## src/rtl/cpu_pkg.sv

```systemverilog
`default_nettype none
// ============================================================================
// Module      : cpu_pkg
// Description : Shared definitions for the 8-bit computer: sequencer state
//               encoding, opcode constants and the instruction-length /
//               execute-step tables used by both sequencer and datapath decode.
// Revision    : 1.0  initial release
// ============================================================================
package cpu_pkg;

    // Sequencer states; explicit 3-bit encoding.
    typedef enum logic [2:0] {
        ST_FETCH = 3'd0,
        ST_OPND1 = 3'd1,
        ST_OPND2 = 3'd2,
        ST_EXEC  = 3'd3,
        ST_HALT  = 3'd4
    } seq_state_e;

    // Opcode map.
    localparam logic [7:0] OP_NOP   = 8'h00;
    localparam logic [7:0] OP_MOVI  = 8'h01;
    localparam logic [7:0] OP_MOV   = 8'h02;
    localparam logic [7:0] OP_ADD   = 8'h03;
    localparam logic [7:0] OP_SUB   = 8'h04;
    localparam logic [7:0] OP_AND   = 8'h05;
    localparam logic [7:0] OP_OR    = 8'h06;
    localparam logic [7:0] OP_XOR   = 8'h07;
    localparam logic [7:0] OP_NOT   = 8'h08;
    localparam logic [7:0] OP_CMPEQ = 8'h09;
    localparam logic [7:0] OP_CMPLT = 8'h0a;
    localparam logic [7:0] OP_CMPGT = 8'h0b;
    localparam logic [7:0] OP_PUSH  = 8'h0c;
    localparam logic [7:0] OP_POP   = 8'h0d;
    localparam logic [7:0] OP_JMP   = 8'h0e;
    localparam logic [7:0] OP_JZ    = 8'h0f;
    localparam logic [7:0] OP_OUT   = 8'h10;
    localparam logic [7:0] OP_HALT  = 8'hff;

    // True for the regular (non-halt) opcodes 00..10.
    function automatic logic op_is_defined(input logic [7:0] op);
        return (op <= OP_OUT);
    endfunction

    // Total instruction length in bytes, opcode included.
    function automatic logic [1:0] op_bytes(input logic [7:0] op);
        logic [1:0] n;
        if (op == OP_PUSH || op == OP_POP || op == OP_OUT) begin
            n = 2'd2;
        end else if (op >= OP_MOVI && op <= OP_JZ) begin
            n = 2'd3;
        end else begin
            n = 2'd1;
        end
        return n;
    endfunction

    // Number of execute steps; only the ALU group needs more than one.
    function automatic logic [1:0] op_steps(input logic [7:0] op);
        logic [1:0] n;
        if (op >= OP_ADD && op <= OP_NOT) begin
            n = 2'd3;
        end else begin
            n = 2'd1;
        end
        return n;
    endfunction

endpackage : cpu_pkg
`default_nettype wire

```

## src/rtl/opcode_decoder.sv

```systemverilog
`default_nettype none
// ============================================================================
// Module      : opcode_decoder
// Description : Combinational opcode classifier: instruction length, number
//               of execute steps, halt detection and undefined-opcode flag.
// Revision    : 1.0  initial release
// ============================================================================
module opcode_decoder
    import cpu_pkg::*;
#(
    parameter logic [7:0] HALT_OPCODE = 8'hff
) (
    input  logic [7:0] op,
    output logic [1:0] num_bytes,
    output logic [1:0] num_steps,
    output logic       is_halt,
    output logic       illegal
);

    // Table lookup; undefined opcodes degrade to a one-byte, one-step NOP.
    always_comb begin
        is_halt   = (op == HALT_OPCODE);
        illegal   = 1'b0;
        num_bytes = op_bytes(op);
        num_steps = op_steps(op);
        if (is_halt) begin
            num_bytes = 2'd1;
            num_steps = 2'd1;
        end else if (!op_is_defined(op)) begin
            illegal   = 1'b1;
            num_bytes = 2'd1;
            num_steps = 2'd1;
        end
    end

endmodule : opcode_decoder
`default_nettype wire

```

## src/rtl/instruction_sequencer.sv

```systemverilog
`default_nettype none
// ============================================================================
// Module      : instruction_sequencer
// Description : Fetch/decode/execute controller. Owns the code pointer, reads
//               opcode and operand bytes over a valid handshake, then steps an
//               execute counter while holding the instruction stable.
// Revision    : 1.0  initial release
// ============================================================================
module instruction_sequencer
    import cpu_pkg::*;
#(
    parameter logic [7:0] RESET_PC    = 8'h00,
    parameter logic [7:0] HALT_OPCODE = 8'hff
) (
    input  logic       clk,
    input  logic       reset,       // asynchronous, active-low
    output logic [7:0] code_addr,
    output logic       code_req,
    input  logic       code_valid,
    input  logic [7:0] code_data,
    input  logic       stall,
    output logic [7:0] opcode,
    output logic [7:0] operand1,
    output logic [7:0] operand2,
    output logic       exec_valid,
    output logic [1:0] exec_step,
    output logic       instr_done,
    output logic       halted,
    output logic       illegal
);

    seq_state_e state_q, state_d;
    logic [7:0] pc_q, pc_d;
    logic [7:0] opcode_q, opcode_d;
    logic [7:0] operand1_q, operand1_d;
    logic [7:0] operand2_q, operand2_d;
    logic [1:0] exec_step_q, exec_step_d;

    logic [7:0] dec_op;
    logic [1:0] dec_bytes;
    logic [1:0] dec_steps;
    logic       dec_halt;
    logic       dec_illegal;
    logic       accept;
    logic       last_step;

    // In FETCH the byte on the bus is classified; afterwards the latched opcode.
    assign dec_op = (state_q == ST_FETCH) ? code_data : opcode_q;

    opcode_decoder #(
        .HALT_OPCODE (HALT_OPCODE)
    ) u_decoder (
        .op        (dec_op),
        .num_bytes (dec_bytes),
        .num_steps (dec_steps),
        .is_halt   (dec_halt),
        .illegal   (dec_illegal)
    );

    assign code_req   = (state_q == ST_FETCH) || (state_q == ST_OPND1) || (state_q == ST_OPND2);
    assign accept     = code_req & code_valid;
    assign exec_valid = (state_q == ST_EXEC);
    assign halted     = (state_q == ST_HALT);
    assign last_step  = (exec_step_q == (dec_steps - 2'd1));
    assign instr_done = exec_valid & ~stall & last_step;
    // Gated by reset so a valid byte sitting on the bus during reset never flags.
    assign illegal    = reset & (state_q == ST_FETCH) & code_valid & dec_illegal;

    assign code_addr  = pc_q;
    assign opcode     = opcode_q;
    assign operand1   = operand1_q;
    assign operand2   = operand2_q;
    assign exec_step  = exec_step_q;

    // Next-state, pointer and latch computation.
    always_comb begin
        state_d     = state_q;
        pc_d        = pc_q;
        opcode_d    = opcode_q;
        operand1_d  = operand1_q;
        operand2_d  = operand2_q;
        exec_step_d = exec_step_q;

        // Every accepted byte advances the pointer; 8'hff wraps to 8'h00.
        if (accept) begin
            pc_d = pc_q + 8'd1;
        end

        unique case (state_q)
            ST_FETCH: begin
                if (code_valid) begin
                    opcode_d   = code_data;
                    operand1_d = 8'h00;
                    operand2_d = 8'h00;
                    if (dec_halt) begin
                        state_d = ST_HALT;
                    end else if (dec_bytes == 2'd1) begin
                        state_d = ST_EXEC;
                    end else begin
                        state_d = ST_OPND1;
                    end
                end
            end
            ST_OPND1: begin
                if (code_valid) begin
                    operand1_d = code_data;
                    state_d    = (dec_bytes == 2'd2) ? ST_EXEC : ST_OPND2;
                end
            end
            ST_OPND2: begin
                if (code_valid) begin
                    operand2_d = code_data;
                    state_d    = ST_EXEC;
                end
            end
            ST_EXEC: begin
                if (!stall) begin
                    if (last_step) begin
                        exec_step_d = 2'd0;
                        state_d     = ST_FETCH;
                    end else begin
                        exec_step_d = exec_step_q + 2'd1;
                    end
                end
            end
            ST_HALT: begin
                state_d = ST_HALT;
            end
            default: begin
                state_d     = ST_FETCH;
                exec_step_d = 2'd0;
            end
        endcase
    end

    // State and data registers; reset aborts any partially fetched instruction.
    always_ff @(posedge clk or negedge reset) begin
        if (!reset) begin
            state_q     <= ST_FETCH;
            pc_q        <= RESET_PC;
            opcode_q    <= 8'h00;
            operand1_q  <= 8'h00;
            operand2_q  <= 8'h00;
            exec_step_q <= 2'd0;
        end else begin
            state_q     <= state_d;
            pc_q        <= pc_d;
            opcode_q    <= opcode_d;
            operand1_q  <= operand1_d;
            operand2_q  <= operand2_d;
            exec_step_q <= exec_step_d;
        end
    end

endmodule : instruction_sequencer
`default_nettype wire

```

## config.mk

```make
export PLATFORM = sky130hd
export DESIGN_NAME = instruction_sequencer
export DESIGN_NICKNAME = d
export VERILOG_FILES = /design/src/rtl/cpu_pkg.sv /design/src/rtl/opcode_decoder.sv /design/src/rtl/instruction_sequencer.sv
export SDC_FILE = /design/constraint.sdc
export NUM_CORES = 1
export LEC_CHECK = 0
export CAP_MARGIN = 20
export CORE_AREA = 2 2 58 87
export CTS_CLUSTER_SIZE = 40
export DETAILED_ROUTE_END_ITERATION = 8
export DIE_AREA = 0 0 60 89
export GPL_ROUTABILITY_DRIVEN = 0
export PLACE_DENSITY = 0.73
export SYNTH_ARGS = -nofsm -noshare
export SYNTH_HDL_FRONTEND = slang
export SYNTH_HIERARCHICAL = 1
export SYNTH_SLANG_ARGS = --single-unit
export TNS_END_PERCENT = 5
```

## constraint.sdc

```tcl
create_clock -name clk -period 3 [get_ports clk]
set_input_delay 0.45 -clock clk [delete_from_list [all_inputs] [get_ports clk]]
set_output_delay 0.45 -clock clk [all_outputs]
set_load 0.01 [all_outputs]
```

==> results.ini <==
[drt]
vias=1562
finalWirelength_mm=4.44
antenna_left=0
drt_iter0_markers=60
dr.pass1.iters=4
drc=0
wl_per_cell_um=13.6
viasPerCell=4.79

[finish]
fin_cells=326
final_layout_size_suffix_gt1_frac=0.263
nFillCells=416
final_area_um2=2730
fin_util=0.601
area_delta_synth_final_pct=44.0
fin_nets=274
antenna_cells=0

[sta]
worst_slack_ps=-313
hold_viol=0
fin_skew_ps=4.53
finalSetupViolCount=2
fin_crit_sh=1.10
rsz0062_at_grt=true
max_freq_mhz=302
period_minus_slack_ps=3310
drv_slew=0

[grt]
first_global_vias=1564
grt.total_usage=0.181
grt_use_met2=0.299
grt-busiest-layer=met2
antenna_found_initial=0
grt_overflow=0
grt_pass1_wl_mm=7.29
met3_usage=0.0376
grt_use_met1=0.217
grt_max_degree=38

[placed_design]
dp.cells=313
io_buffers=50
dp_hpwl_mm=3.35
dpl_worst_slack_ps=-422
place_area_um2=2570

[synthesis]
synth_seq_cells=37
yosysUniqueCellTypes=41
synthMuxAreaShare=0.106
seq_area_frac_synth=0.488
synth-adder-area-share=0.00660
synth_xor_area_frac=0.0369
synthSimpleGateAreaFrac=0.217
syn-instance-count=186
yosys_warnings=6
synth.avg_cell_area_um2=10.2
syn_nets=199
synth_top_family_by_area=simple AND/OR/NAND/NOR gates
syn_area_um2=1900
synth_compound_area_frac=0.104

[clocking]
path_clk_slew_ps=80
numCtsBuffers=5
cts_sinks=37
root_buffer=clkbuf_8
ctsLongestPathBuffers=2
clk_latency_ps=280
tritoncts=yes
h-tree-depth=2

[setup_path]
crit_required_ps=2550
endpoint_kind=output pin
arrival_ps=2860
startpoint_type=flop
path_max_fanout=3
critPathKind=flop to output pin

[power]
vdd_drop_max_mv=0.479
p_leak_nw=1.21
p_per_area_nw_per_um2=991

[status]
violations=setup timing
status=complete, but fails checks

[hold_path]
min_path_type=input port to asynchronous set/reset pin

[die]
num_io_pins=51
initial_core_util=0.418
die_width_um=60
core_um2=4540
dieArea_um2=5340
num_rows=30
die_y_um=89

[run]
maxCapViolCount=0

synth_stat cells:
cell | number | area [µm²]
mux2i_1 | 1 | 10.0
nor2b_1 | 5 | 31.3
inv_1 | 1 | 3.75
or2_1 | 2 | 12.5
nor4_1 | 1 | 6.26
a21o_1 | 2 | 15.0
buf_1 | 1 | 3.75
nor3_4 | 2 | 32.5
nand3b_1 | 1 | 7.51
or4b_1 | 1 | 10.0
and4_1 | 1 | 8.76
conb_1 | 1 | 3.75
nor2_1 | 4 | 15.0
o21ai_0 | 17 | 85.1
nand2_1 | 37 | 139
a21oi_2 | 1 | 8.76
nor3b_1 | 1 | 7.51
a21oi_1 | 8 | 40.0
and3b_1 | 1 | 8.76
and3_1 | 2 | 12.5
mux2_2 | 16 | 180
nand4_1 | 4 | 25.0
a31oi_1 | 1 | 6.26
nand2b_4 | 1 | 13.8
dfrtp_1 | 37 | 926
nor4bb_1 | 1 | 10.0
o22ai_1 | 1 | 6.26
buf_2 | 1 | 5.00
nand3_1 | 2 | 10.0
clkbuf_2 | 2 | 10.0
xor2_1 | 2 | 17.5
nor3b_2 | 1 | 12.5
o21ai_2 | 4 | 35.0
nand2b_1 | 3 | 18.8
nor3_1 | 6 | 30.0
ha_1 | 1 | 12.5
xnor2_1 | 6 | 52.6
mux2_1 | 1 | 11.3
clkbuf_1 | 1 | 3.75
buf_4 | 2 | 15.0
buf_6 | 3 | 33.8
report_power, final:
group          total (W)  internal [W]  switching [W]
combinational    0.00148      0.000841       0.000641
sequential      0.000890      0.000717       0.000172
clock           0.000335      0.000160       0.000175
total            0.00271       0.00172       0.000988
what timing repair did:
item                                    4_1_cts  5_1_grt
endpoints found under the setup margin        2        5
hold buffers                                  0        0
buffers inserted                              2        3
pin swaps                                     2        4
resized for setup                            11        5
worst max-delay path, stage by stage (launching register included):
cell     delay [ps]
dfrtp_1         410
nor3_4          240
buf_6           140
mux2_4          300
or4b_1          530
o21ai_1          90
and3b_2         240
xor2_2          180
mux2i_1         240
nor2b_1          70
buf_2           140
path summary, 6_finish.rpt:
check / slack, ps / cells after the start / to / startpoint
max: -310 / 10 / instr_done / state_q[1]
min: 220 / 2 / operand2[1] / reset
max reg2reg: 40 / 13 / exec_step[1] / state_q[1]
min reg2reg: 470 / 2 / operand1[7] / operand1[7]
max in group asynchronous: 2440 / 2 / opcode[3] / reset
min in group clk: 470 / 2 / operand1[7] / operand1[7]
state kept, by name, indices dropped and copies added (netlist names):
name       count
state_q        3
operand2       8
operand1       8
opcode         8
code_addr      8
exec_step      2
stage by stage:
stage | setup TNS, ps | hold slack [ps] | total power (W)
6_report | -462 | 224 | 0.00271
5_1_grt | -939 | 269 | 0.00292
2_1_floorplan | 0 | 154 | 0.00159
3_5_place_dp | -496 | 467 | 0.00232
4_1_cts | -410 | 245 | 0.00269
3_3_place_gp | -485 | 461 | 0.00228
cell families after synthesis:
| group | Yosys count |
|---|---|
| AND/OR/NAND/NOR | 76 |
| adder cells (fa/ha/maj) | 1 |
| multiplexers | 18 |
| XOR/XNOR | 8 |
| buffers and inverters | 11 |
| AO/OA/AOI/OAI | 34 |
| flip-flops | 37 |
| other | 1 |
cells in the final DEF, fill, tap and decap left out, types with 2 or more instances in the layout:
cell	instances
nor2b_1	5
nor3_4	2
clkinv_2	2
a21oi_1	8
o21ai_2	4
buf_4	26
or2_1	2
nand2_1	37
dfrtp_1	37
buf_6	2
and3_1	2
mux2_4	2
nand3_1	2
nor3_1	4
buf_2	2
clkdlybuf4s50_1	47
clkbuf_8	5
nor3_2	2
nor2_1	4
nand2b_1	3
nand4_1	4
o21ai_0	16
a21o_1	2
xnor2_1	6
mux2_2	15
per-layer routing:
metal | part of all wire | up-vias | wire length [µm]
met1 | 0.41 | 704 | 1820
met3 | 0.038 | 16 | 169
met4 | 0.044 | 0 | 195
li1 | - | 792 | -
met2 | 0.51 | 50 | 2260
met5 | 0 | - | 0
cell type report:
type                    instances  area [µm²]  area share
flip-flops and latches         37         926       0.339
repair buffers                 78         707       0.259
well taps                      64        80.1      0.0293
clock inverters                 3        17.5     0.00641
multi-input cells             138         928       0.340
clock buffers                   5        68.8      0.0252
inverters                       1        3.75     0.00137
No activity file was read; power rests on OpenSTA's default activity.
